--- src/rtl/logic_unit_pipe.sv ---
// Two-stage pipelined bitwise logic unit with valid/ready on both sides.
// Registered result carries zero/ones/parity flags; xfer_cnt counts output transfers.
module logic_unit_pipe #(
  parameter int WIDTH = 8,
  parameter int CNT_W = 16
) (
  input  logic             clk,
  input  logic             rst_n,
  input  logic             in_valid,
  output logic             in_ready,
  input  logic [WIDTH-1:0] a,
  input  logic [WIDTH-1:0] b,
  input  logic [2:0]       op,
  output logic             out_valid,
  input  logic             out_ready,
  output logic [WIDTH-1:0] y,
  output logic             zero,
  output logic             ones,
  output logic             parity,
  output logic [CNT_W-1:0] xfer_cnt
);

  logic             s1_valid;
  logic             s2_valid;
  logic [WIDTH-1:0] s1_a;
  logic [WIDTH-1:0] s1_b;
  logic [2:0]       s1_op;
  logic [WIDTH-1:0] y_next;
  logic             s2_adv;
  logic             s1_adv;
  logic             in_xfer;
  logic             out_xfer;

  assign s2_adv    = !s2_valid || out_ready;
  assign s1_adv    = s1_valid && s2_adv;
  assign in_ready  = !s1_valid || s2_adv;
  assign in_xfer   = in_valid && in_ready;
  assign out_valid = s2_valid;
  assign out_xfer  = s2_valid && out_ready;

  always_comb begin
    y_next = '0;
    case (s1_op)
      3'd0:    y_next = s1_a & s1_b;
      3'd1:    y_next = s1_a | s1_b;
      3'd2:    y_next = ~(s1_a & s1_b);
      3'd3:    y_next = ~(s1_a | s1_b);
      3'd4:    y_next = s1_a ^ s1_b;
      3'd5:    y_next = ~(s1_a ^ s1_b);
      3'd6:    y_next = ~s1_a;
      default: y_next = s1_a;
    endcase
  end

  always_ff @(posedge clk or negedge rst_n) begin
    if (!rst_n) begin
      s1_valid <= 1'b0;
      s1_a     <= '0;
      s1_b     <= '0;
      s1_op    <= '0;
    end else if (in_xfer) begin
      s1_valid <= 1'b1;
      s1_a     <= a;
      s1_b     <= b;
      s1_op    <= op;
    end else if (s1_adv) begin
      s1_valid <= 1'b0;
    end
  end

  // Flags derive from y_next so they always match the y they are loaded with.
  always_ff @(posedge clk or negedge rst_n) begin
    if (!rst_n) begin
      s2_valid <= 1'b0;
      y        <= '0;
      zero     <= 1'b0;
      ones     <= 1'b0;
      parity   <= 1'b0;
    end else if (s1_adv) begin
      s2_valid <= 1'b1;
      y        <= y_next;
      zero     <= ~|y_next;
      ones     <= &y_next;
      parity   <= ^y_next;
    end else if (out_xfer) begin
      s2_valid <= 1'b0;
    end
  end

  always_ff @(posedge clk or negedge rst_n) begin
    if (!rst_n) begin
      xfer_cnt <= '0;
    end else if (out_xfer) begin
      xfer_cnt <= xfer_cnt + 1'b1;
    end
  end

endmodule

--- config.mk ---
export PLATFORM = sky130hd
export DESIGN_NAME = logic_unit_pipe
export DESIGN_NICKNAME = d
export VERILOG_FILES = /design/src/rtl/logic_unit_pipe.sv
export SDC_FILE = /design/constraint.sdc
export NUM_CORES = 1
export LEC_CHECK = 0
export CAP_MARGIN = 5
export CORE_UTILIZATION = 50
export CTS_BUF_LIST = sky130_fd_sc_hd__clkbuf_4
export CTS_CLUSTER_DIAMETER = 30
export DETAILED_ROUTE_END_ITERATION = 8
export HOLD_SLACK_MARGIN = 0.05
export PLACE_DENSITY = 0.77
export SLEW_MARGIN = 5
export SYNTH_ARGS = -nofsm -noshare
export SYNTH_HDL_FRONTEND = slang
export SYNTH_SLANG_ARGS = --single-unit
--- constraint.sdc ---
create_clock -name clk -period 2.9 [get_ports clk]
set_input_delay 0.725 -clock clk [delete_from_list [all_inputs] [get_ports clk]]
set_output_delay 0.725 -clock clk [all_outputs]
set_load 0.02 [all_outputs]
==> results by group <==
STA
  • Clock skew after layout: 15.8 ps
  • Number of hold violations in the final report: 0
  • Worst hold margin: 267 ps
  • Peak Freq: 0.364 GHz
  • Relative slew margins: 53.3%
  • Unrepaired setup endpoints after global routing: no
  • Minimum clock period after layout: around 2700 ps
  • Number of setup violations in the final report: 0
  • Period utilization: 94.7%
  • Transition time at the pin with the least slew margin: 691 ps
  • Total count of max-transition violations in the final report: 0
  • Post-route setup TNS: 0 ps

GRT
  • Global routing met1 resource utilization: 24.3%
  • Gr ovfl total: 0
  • GR Util met3: 4.31%
  • Pin count of the biggest net entering global routing: 31
  • Wire length of the first global-routing pass: 8700 um
  • Most congested layer reported by global routing: met2
  • GR Layer Usage met2: 30.5%
  • Number of antenna violations at the first check in global routing: 0
  • Via count of the first global-routing pass: 1935
  • GR Util All Layers: between 10% and 20%

Drt
  • DRT Wirelength: just under 5000 um
  • Via count normalized by instance count: 5.15
  • Initial DRC Count: 145
  • DR DRC count: 0
  • Number of vias in the routed layout: a little over 2k
  • Routed length per placed instance: 12.2 um
  • Pre-Repair DR Iteration Count: 4
  • Routed Antenna Nets: 0

Logic synthesis
  • Unique masters post-synth: 37
  • Leading area contributor after synthesis: sky130_fd_sc_hd__dfrtp_1
  • Net count after synthesis: 313
  • Average instance area after synthesis: 10.3 sq um
  • Largest cells by area after synthesis: sky130_fd_sc_hd__dfrtp_1 43%, sky130_fd_sc_hd__ha_1 10%, sky130_fd_sc_hd__mux2_2 8.6%, sky130_fd_sc_hd__xnor2_1 7.9%, sky130_fd_sc_hd__nand2_1 3.7%
  • Number of synthesized register bits: 48
  • Netlist area before placement: 2760 sq um
  • Most common library cells after synthesis: 48 x sky130_fd_sc_hd__dfrtp_1, 27 x sky130_fd_sc_hd__nand2_1, 26 x sky130_fd_sc_hd__inv_1
  • Proportion of synthesized flip-flops having asynchronous set or reset: 100%
  • Top FF cell, synth: sky130_fd_sc_hd__dfrtp_1
  • Portion of the post-synthesis area used by sequential elements: 43.5%
  • Post-synth EDFFs: 0
  • Most frequent cell after synthesis: sky130_fd_sc_hd__dfrtp_1
  • Number of warnings issued by yosys: 0
  • Share of the synthesized area in the top cell type: between 40% and 50%
  • Number of standard cells after synthesis: 268

Critical path
  • Data arrival time of the worst path: 2020 ps
  • Reg2reg path depth: 8
  • Start-to-end type of the worst setup path: in -> out
  • Flop-to-flop setup slack: 260 ps
  • Start point of the critical path: out_ready
  • Sort of element at the end of the critical path: output pin
  • Cell repeated most along the worst path: sky130_fd_sc_hd__clkdlybuf4s50_1
  • Slowest-stage cell, CP: sky130_fd_sc_hd__clkdlybuf4s50_1
  • Ordered cell list for the critical path: clkdlybuf4s50_1, nand3b_1, clkdlybuf4s50_1
  • Data required, critical path: 2170 ps
  • Largest stage delay, worst path: 620 ps
  • Max Fanout on Critical Path: 5
  • Worst flop-to-flop path startpoint: s1_op[1]
  • Critical Path Start Type: input port

Outcome
  • Run status: complete, no violations

Final layout
  • Layout Area Growth over Synthesis: 24.6%
  • Nets: 368
  • Number of standard cells in the layout, taps in and fillers out: 394
  • Inserted Diodes: 0
  • Share of final-layout standard cells stronger than drive strength 1: about 13%

Clock network
  • Insertion delay of the later-clocked pin in the worst-skew pair: about 370 ps
  • Maximum clock path buffer count: 2
  • Number of buffers inserted to repair setup after CTS: 0
  • CTS sink cnt: 48
  • # resized after CTS: 0
  • H-Tree Depth: 2
  • CTS clk-pin slew, worst paths: roughly 140 ps
  • Hold buffers post-CTS: 0
  • Clock tree from TritonCTS: done
  • Number of CTS-inserted buffers: 5
  • Clk root buf: sky130_fd_sc_hd__clkbuf_4

Die
  • Number of top-level pins: between 50 and 60
  • Chip Height: about 76 um
  • Initial core utilization: 53.1%
  • Num rows: 26
  • Die X: 76.4 um
  • Core area: 5200 sq um
  • Die area: about 6000 sq um

Placement
  • Final RePlAce weighted congestion: ~0.8
  • HPWL after DPL: 3690 um
  • Post-placement cell count: between 300 and 400
  • Number of I/O port buffers: 51

Flow run
  • Count of maximum capacitance violations: 0

Power
  • Overall power consumption: 2.43 mW
  • Power per standard cell area: just over 700 nW/um^2
  • Lkg Pwr: about 1.6 nW
  • Maximum vdd ir drop: 0.338 mV

Worst hold path
  • Min-delay worst type: in -> async
cell families (layout without fill, tap and decap cells):
logic type / Yosys count / in the layout / synth area share, %
and+or+nand+nor: 70 / 70 / 12.0
DFF: 48 / 48 / 43.5
AOI/OAI and AO/OA: 36 / 36 / 7.92
buffers and inverters: 36 / 92 / 5.79
xor gates and xnor gates: 29 / 29 / 9.69
muxes: 27 / 27 / 11.2
adders and majority gates: 22 / 22 / 9.96
power by group:
group | total (mW) | internal [mW] | switching (mW) | leakage (nW)
clock network | 0.406 | 0.185 | 0.221 | 0.0454
logic | 1.09 | 0.563 | 0.524 | 0.937
registers | 0.937 | 0.804 | 0.133 | 0.594
worst max-delay path: cells and delay by family:
kind	cells	cell delay, ps
buf+inv	2	1140
simple gates	1	160
per-layer routing:
metal / wire, um / part of all wire [%] / up-vias
met5: 0 / 0 / -
met1: 2300 / 48 / 956
met4: 63 / 1.3 / 0
met3: 212 / 4.4 / 5
met2: 2250 / 47 / 62
li1: - / - / 1006
area by class of cell:
type                       count  area (sq um)
tap                           70          87.6
inverter                      26          97.6
fill                         425          1760
multi-input combinational    184          1400
clock inverter                 3          47.5
sequential                    48          1200
timing repair buffer          58           571
clock buffer                   5          37.5
registers in the layout, summed over array words and instances (netlist names), 3 cells and up:
register / cells
xfer_cnt: 16
s1_b: 8
s1_op: 3
y: 8
s1_a: 8
worst paths after layout:
path | endpoint
min in group clk | xfer_cnt[15]
setup reg to reg | parity
hold / removal | zero
hold reg to reg | xfer_cnt[15]
setup / recovery | in_ready
max in group asynchronous | s1_valid
stage by stage:
step	utilization, %	cell area [sq um]	setup slack (ps)
after floorplan	-	2760	457
after global placement	64.5	3360	156
after detailed placement	64.5	3360	160
after CTS	66.2	3440	149
after global routing	66.2	3440	47.8
final	66.2	3440	152
cells in the final DEF (no fill, tap or decap), drive strengths merged, types with 8 or more instances in the layout:
cell type      instances
dfrtp                 48
inv                   26
xnor2                 25
ha                    22
a21oi                  8
buf                    8
nand2                 27
clkdlybuf4s50         50
o21ai                 18
mux2                  21
nand3                 12
nor2                  11
Note: power is estimated with default switching activity, not from simulation.
